**src/rtl/universal_reg_if.sv**
```systemverilog
// Control/data bundle for the universal register.
// The master drives the controls; the slave returns q, flags and serial out.
interface universal_reg_if #(
  parameter int WIDTH = 8
);
  logic             en;
  logic             clear;
  logic             preset;
  logic [2:0]       mode;
  logic [WIDTH-1:0] d;
  logic             ser_in;
  logic [WIDTH-1:0] q;
  logic [WIDTH-1:0] qbar;
  logic             ser_out;
  logic             tc;
  logic             ovf;

  modport master (
    output en, clear, preset, mode, d, ser_in,
    input  q, qbar, ser_out, tc, ovf
  );

  modport slave (
    input  en, clear, preset, mode, d, ser_in,
    output q, qbar, ser_out, tc, ovf
  );
endinterface

```
**src/rtl/universal_reg.sv**
```systemverilog
// Universal register: load, shift, rotate and up/down count,
// with a sticky wrap flag and a registered serial output.
module universal_reg #(
  parameter int               WIDTH     = 8,
  parameter logic [WIDTH-1:0] RESET_VAL = '0
) (
  input logic            clk,
  input logic            clear_n,
  universal_reg_if.slave bus
);

  typedef enum logic [2:0] {
    M_HOLD = 3'b000,
    M_LOAD = 3'b001,
    M_SHL  = 3'b010,
    M_SHR  = 3'b011,
    M_ROL  = 3'b100,
    M_ROR  = 3'b101,
    M_UP   = 3'b110,
    M_DN   = 3'b111
  } mode_e;

  logic [WIDTH-1:0] r_q;
  logic             r_ser_out;
  logic             r_ovf;

  logic [WIDTH-1:0] w_q_nxt;
  logic             w_so_nxt;
  logic             w_ovf_nxt;
  logic             w_all_ones;
  logic             w_zero;
  mode_e            w_mode;

  assign w_mode     = mode_e'(bus.mode);
  assign w_all_ones = &r_q;
  assign w_zero     = ~|r_q;

  always_comb begin
    w_q_nxt   = r_q;
    w_so_nxt  = r_ser_out;
    w_ovf_nxt = r_ovf;
    if (!bus.en) begin
      w_q_nxt = r_q;
    end else if (bus.clear) begin
      w_q_nxt   = '0;
      w_ovf_nxt = 1'b0;
    end else if (bus.preset) begin
      w_q_nxt   = '1;
      w_ovf_nxt = 1'b0;
    end else begin
      unique case (w_mode)
        M_HOLD: w_q_nxt = r_q;
        M_LOAD: begin
          w_q_nxt   = bus.d;
          w_ovf_nxt = 1'b0;
        end
        M_SHL: begin
          w_q_nxt  = {r_q[WIDTH-2:0], bus.ser_in};
          w_so_nxt = r_q[WIDTH-1];
        end
        M_SHR: begin
          w_q_nxt  = {bus.ser_in, r_q[WIDTH-1:1]};
          w_so_nxt = r_q[0];
        end
        M_ROL: begin
          w_q_nxt  = {r_q[WIDTH-2:0], r_q[WIDTH-1]};
          w_so_nxt = r_q[WIDTH-1];
        end
        M_ROR: begin
          w_q_nxt  = {r_q[0], r_q[WIDTH-1:1]};
          w_so_nxt = r_q[0];
        end
        M_UP: begin
          w_q_nxt = r_q + 1'b1;
          if (w_all_ones) w_ovf_nxt = 1'b1;
        end
        M_DN: begin
          w_q_nxt = r_q - 1'b1;
          if (w_zero) w_ovf_nxt = 1'b1;
        end
        default: w_q_nxt = r_q;
      endcase
    end
  end

  always_ff @(posedge clk) begin
    if (!clear_n) begin
      r_q       <= RESET_VAL;
      r_ser_out <= 1'b0;
      r_ovf     <= 1'b0;
    end else begin
      r_q       <= w_q_nxt;
      r_ser_out <= w_so_nxt;
      r_ovf     <= w_ovf_nxt;
    end
  end

  assign bus.q       = r_q;
  assign bus.qbar    = ~r_q;
  assign bus.ser_out = r_ser_out;
  assign bus.ovf     = r_ovf;
  // Terminal count looks at the mode on the wires now, not gated by en.
  assign bus.tc = ((w_mode == M_UP) && w_all_ones) ||
                  ((w_mode == M_DN) && w_zero);

endmodule

```
**src/flat_wrapper.sv**
```systemverilog
// flat-port wrapper written by rule: the top's interface ports become plain ports
module universal_reg_flat 
#(
  parameter int               WIDTH     = 8,
  parameter logic [WIDTH-1:0] RESET_VAL = '0
)
  (clk, clear_n, bus_en, bus_clear, bus_preset, bus_mode, bus_d, bus_ser_in, bus_q, bus_qbar, bus_ser_out, bus_tc, bus_ovf);
  universal_reg_if #(.WIDTH(WIDTH)) bus_i ();
  input logic clk;
  input logic clear_n;
  input wire logic [$bits(bus_i.en)-1:0] bus_en;
  input wire logic [$bits(bus_i.clear)-1:0] bus_clear;
  input wire logic [$bits(bus_i.preset)-1:0] bus_preset;
  input wire logic [$bits(bus_i.mode)-1:0] bus_mode;
  input wire logic [$bits(bus_i.d)-1:0] bus_d;
  input wire logic [$bits(bus_i.ser_in)-1:0] bus_ser_in;
  output wire logic [$bits(bus_i.q)-1:0] bus_q;
  output wire logic [$bits(bus_i.qbar)-1:0] bus_qbar;
  output wire logic [$bits(bus_i.ser_out)-1:0] bus_ser_out;
  output wire logic [$bits(bus_i.tc)-1:0] bus_tc;
  output wire logic [$bits(bus_i.ovf)-1:0] bus_ovf;
  assign bus_i.en = bus_en;
  assign bus_i.clear = bus_clear;
  assign bus_i.preset = bus_preset;
  assign bus_i.mode = bus_mode;
  assign bus_i.d = bus_d;
  assign bus_i.ser_in = bus_ser_in;
  assign bus_q = bus_i.q;
  assign bus_qbar = bus_i.qbar;
  assign bus_ser_out = bus_i.ser_out;
  assign bus_tc = bus_i.tc;
  assign bus_ovf = bus_i.ovf;
  universal_reg #(.WIDTH(WIDTH), .RESET_VAL(RESET_VAL)) u_core (.clk(clk), .clear_n(clear_n), .bus(bus_i));
endmodule
```
**config.mk**
```make
export PLATFORM = sky130hd
export DESIGN_NAME = universal_reg_flat
export DESIGN_NICKNAME = d
export VERILOG_FILES = /design/src/rtl/universal_reg_if.sv /design/src/rtl/universal_reg.sv /design/src/flat_wrapper.sv
export SDC_FILE = /design/constraint.sdc
export NUM_CORES = 1
export LEC_CHECK = 0
export CORE_AREA = 2 2 50 52
export DETAILED_ROUTE_END_ITERATION = 12
export DIE_AREA = 0 0 52 54
export GPL_TIMING_DRIVEN = 1
export HOLD_SLACK_MARGIN = 0.02
export PLACE_DENSITY = 0.9
export SLEW_MARGIN = 15
export SYNTH_ARGS = -nofsm -noshare
export SYNTH_HDL_FRONTEND = slang
export SYNTH_SLANG_ARGS = --single-unit
```
**constraint.sdc**
```tcl
create_clock -name clk -period 4.7 [get_ports clk]
set_input_delay 1.41 -clock clk [delete_from_list [all_inputs] [get_ports clk]]
set_output_delay 1.41 -clock clk [all_outputs]
set_load 0.03 [all_outputs]
```
* Word level (Yosys, flattened, before mapping)
Cells that the tools add are included.
** Cells by class
- $add $sub $neg :: 2
- Eq/ne operators :: 10
- Mux-type cells :: 9
- Bitwise operators :: 3
- Reductions and logical operators :: 14
** Operators by type and width (number)
- case mux 8 bit (7 select lines) :: 1
- two-way mux 8 bit :: 2
- == test 3 bit (second input constant) :: 4
- adder 8 x 1 -> 8 bit (second input constant) :: 1
- inverter 8 bit :: 1
- AND reduction 4 bit :: 2
- AND reduction 8 bit :: 1
- OR reduction 8 bit :: 1
- subtractor 8 x 1 -> 8 bit (second input constant) :: 1
- == test 3 x 2 -> 1 bit (second input constant) :: 2
- nonzero test 5 bit :: 1
- two-way mux 1 bit :: 4
- != test 4 x 3 -> 1 bit (second input constant) :: 1
- != test 4 bit (second input constant) :: 1
- OR reduction 2 bit :: 2
- == test 3 x 1 -> 1 bit (second input constant) :: 1
- zero test 3 bit :: 1
- != test 3 bit (second input constant) :: 1
- case mux 1 bit (3 select lines) :: 1
- logical AND 1 bit :: 2
- inverter 1 bit :: 2
- case mux 1 bit (2 select lines) :: 1
- AND reduction 2 bit :: 1
- nonzero test 2 bit :: 1
- 2 further kinds :: 2
** Storage, ports and cells
- Flip-flop bits (word level) :: 10
- Bits of input ports :: 17
- Output and inout port bits :: 19
- Logic and storage cells :: 41

* Depth between registers and ports, before layout
- Depth in word-level cells :: 5
- Gate-level depth with buffers :: 10

* Least setup slack after synthesis
Ideal clock, no wire load.
- Kind :: in2out
- From :: input bus_mode[0]
- To :: output bus_tc
- Arrival :: 2.636 ns
- Required time :: 3.290 ns
- Setup slack :: 0.654 ns
- Stages on the path :: 5
- Cell sequence :: clkbuf_1 > clkbuf_8 > clkbuf_8 > nand3_1 > a21oi_1
** On the way
- Longest elaborated chain between the ends :: 3
** Ends and longest elaborated chain
- start, declared :: RTL line flat_wrapper.sv:14 : input wire logic [$bits(bus_i.mode)-1:0] bus_mode;
- == test 3 bit (on tied branches) :: RTL line universal_reg.sv:103, universal_reg.sv:104
- logical AND 1 bit (on tied branches) :: RTL line universal_reg.sv:103, universal_reg.sv:104
- logical OR 1 bit (*) :: RTL line universal_reg.sv:103 : assign bus.tc = ((w_mode == M_UP) && w_all_ones) ||
- end, declared :: RTL line flat_wrapper.sv:20 : output wire logic [$bits(bus_i.tc)-1:0] bus_tc;
Every way passes the cells marked *; elsewhere a longest branch is shown, timed or not.

* Final worst setup path
- From :: input bus_mode[1]
- To :: output bus_tc
Same word-level chain as after synthesis.

==> flow_summary_export.csv <==
group,metric,value,unit
run_status,outcome,"finished clean",
clocking,cts_tree,"yes",
clocking,hold_buffers,0,
placement,numPortBuffers,35,
clocking,htree_levels,1,
global_routing,antenna_found_initial,0,
clocking,clk_latency,0.29,ns
finish,drive_gt1_frac,0.09195,
route,drc_errors,0,
worst_hold_path,hp-class,"flip-flop to flip-flop",
power,p_int,0.1884,mW
synth,synth_top_area_share,0.1905,
floorplanning,initial_core_util,0.4531,
synth,netlist_area,1051,um^2
power,netSwitchingPower,0.1105,mW
synth,synth_top_family_by_area,"compound AO/OA/AOI/OAI gates",
route,drtIter0Drc,77,
power,total_power,0.2989,mW
synth,muxShareOfSynthArea,0.02976,
sta,rsz0062_at_grt,"no",
synth,yosys.area_share.xor_xnor,0.01667,
placement,place_hpwl,2414,um
power,peakVddDrop,0.0001439,V
power,p_seq_frac,0.331,
clocking,cts_root_buffer,"clkbuf_4",
critical_path,worstPathRequired,3.29,ns
global_routing,grt_max_degree,16,
synth,synth_ff_type,"dfxtp_1",
sta,fin_skew,0.002313,ns
power,swShare,0.3697,
finish,fin_cells,204,
synth,syn_avg_cell_area,7.299,um^2
synth,synth_seq_cells,10,
synth,synth-seq-area-share,0.1905,
critical_path,worst_r2r_path_depth,5,
synth,netlist_instances,144,
synth,synth-adder-area-share,0.01190,
power,p_per_area,213.8,nW/um^2
route,wire_per_inst,16.29,um
global_routing,overflow,0,
synth,synth_cell_types,50,
clocking,cts-buffers-inserted,3,
synth,yosys.area.top_type,"dfxtp_1",
global_routing,grt_pass1_vias,1109,
route,drt-total-wl,3324,um
sta,drv_slew,0,
floorplanning,ios,36,
finish,multiInputGateArea,719.4,um^2
sta,finalCritPeriodShare,0.8537,
clocking,cts_post_setup_buffers_inserted,0,
synth,syn_nets,162,
finish,final-seq-area,200.2,um^2
clocking,cts-resized-gates,0,
global_routing,track_usage,0.2575,
synth,synth_enable_flop_cells,0,
critical_path,crit_slowest_cell,"clkdlybuf4s50_1",
sta,timing.final.crit_period,4.012,ns
route,antenna_left,0,
clocking,cts_buffer_depth,2,
sta,relSlewSlack,0.3611,
global_routing,grt_pass1_wl,5333,um
sta,hold_viol,0,
floorplanning,die-area,2808,um^2
critical_path,slowest_delay,0.63,ns
sta,setup_viol,0,
sta,tns,0,ns
synth,synth_area_leaders,"dfxtp_1 19%, nand2_1 6.4%, a21oi_1 4.8%",
route,vias,1274,
finish,diodes,0,
floorplanning,coreArea,2320,um^2
synth,yosysWarnings,0,
synth,synth-simple-area-share,0.2940,
finish,layout.nets,193,
finish,fill_cells,218,
critical_path,end_kind,"output pin",
floorplanning,die_x,52,um
synth,synth_compound_area_frac,0.3321,
power,p_clk_frac,0.286,
route,dr.pass1.iters,4,
finish,synthToLayoutAreaGrowth,32.98,%
sta,max_slew.worst_pin.slew,0.9480,ns
power,pwr-share-comb,0.382,
sta,max_freq,0.2492,GHz
flow_run,drv_cap,0,
placement,dp.cells,200,
synth,ys_async_sr_fraction,0,
clocking,clk_pin_slew_worst_paths,0.08,ns
critical_path,cp_max_fo,9,
placement,gp_congestion,0.9125,
floorplanning,die_y,54,um
critical_path,crit_arrival,2.60,ns
worst_hold_path,min_path_cells,2,
critical_path,cp-start-kind,"input pin",
route,viasPerCell,6.245,
clocking,cts_sinks,10,
critical_path,path_class,"input pin to output pin",
floorplanning,num_rows,18,
power,leakage,0.5022,nW
critical_path,path_cells,"clkdlybuf4s50_1 > nand2_1 > a21oi_1 > buf_4",
-- per-stage QoR --
stage | worst slack, ns | hold WS [ns] | area (um^2) | util
5_1_grt | 0.5688 | 0.5391 | 1398 | 0.6025
6_report | 0.6877 | 0.4964 | 1398 | 0.6025
3_3_place_gp | 0.7328 | 0.4777 | 1361 | 0.5868
4_1_cts | 0.6904 | 0.5044 | 1398 | 0.6025
3_5_place_dp | 0.6918 | 0.4924 | 1361 | 0.5868
2_1_floorplan | 0.6543 | 0.6086 | 1051 | -
-- logic make-up (layout without fill, tap and decap cells) --
logic type	Yosys count	in the layout
muxes	3	3
AOI/OAI and AO/OA	48	48
adders and majority gates	1	1
xor gates and xnor gates	2	2
DFF	10	10
buffers and inverters	22	52
and+or+nand+nor	58	58
-- synth_stat cells (2+ instances only) --
cell      instances
and3_1            2
o32ai_1           2
inv_1            11
o31ai_1           2
nand3_1           5
o21ai_0           9
nand2b_1          4
nor3_1            5
nand2_1          18
o21a_1            2
a221oi_1          3
a32oi_1           3
clkbuf_1          5
mux2i_1           2
a221o_1           3
or4_4             2
dfxtp_1          10
clkbuf_8          3
buf_6             2
nand4b_1          2
nand3b_1          2
a21oi_1          10
nor2_1            9
o22ai_1           2
-- final timing paths --
check	slack (ns)	start	to
hold / removal	0.50	u_core.bus.ovf	u_core.bus.ovf
setup / recovery	0.69	bus_mode[1]	bus_tc
setup reg to reg	2.61	u_core.bus.q[1]	u_core.bus.ovf
hold reg to reg	0.50	u_core.bus.ovf	u_core.bus.ovf
-- per-layer routing --
layer / vias up / global-route usage / routed length, um
li1: 598 / - / -
met1: 580 / 0.3272 / 1329
met2: 80 / 0.4241 / 1551
met3: 16 / 0.04444 / 327
met4: 0 / 0.1184 / 116
met5: - / 0 / 0
-- power by group through the flow --
stage / sequential, mW / clock [mW] / combinational, mW
5_1_grt: 0.100 / 0.0900 / 0.123
2_1_floorplan: 0.105 / 0 / 0.0690
3_3_place_gp: 0.100 / 0 / 0.112
3_5_place_dp: 0.101 / 0 / 0.113
4_1_cts: 0.0987 / 0.0851 / 0.113
6_report: 0.0990 / 0.0856 / 0.114
-- state kept, by name, summed over array words and instances, names as in the netlist --
register,cells
u_core.bus.ser_out,1
u_core.bus.q,8
u_core.bus.ovf,1
-- worst max-delay path, delay by kind of cell --
family                 cells  cell delay, ns
AOI/OAI and AO/OA          1            0.17
and+or+nand+nor            1            0.22
buffers and inverters      2            0.81
-- placed cells by master, fill, tap and decap left out, types with 4 or more instances in the layout --
cell type and n:
nand2_1 18, nor2_1 9, nand3_1 5, nor3_1 5, inv_1 11, clkdlybuf4s50_1 34, a21oi_1 10, dfxtp_1 10
o21ai_0 9, nand2b_1 4
-- area by class of cell --
class                   instances  share of cell area
multi-input cells             112              0.5148
inverters                      11             0.02954
repair buffers                 37              0.2596
flip-flops and latches         10              0.1432
well taps                      30             0.02686
clock buffers                   4             0.02596
Note: power is estimated with default switching activity, not from simulation.
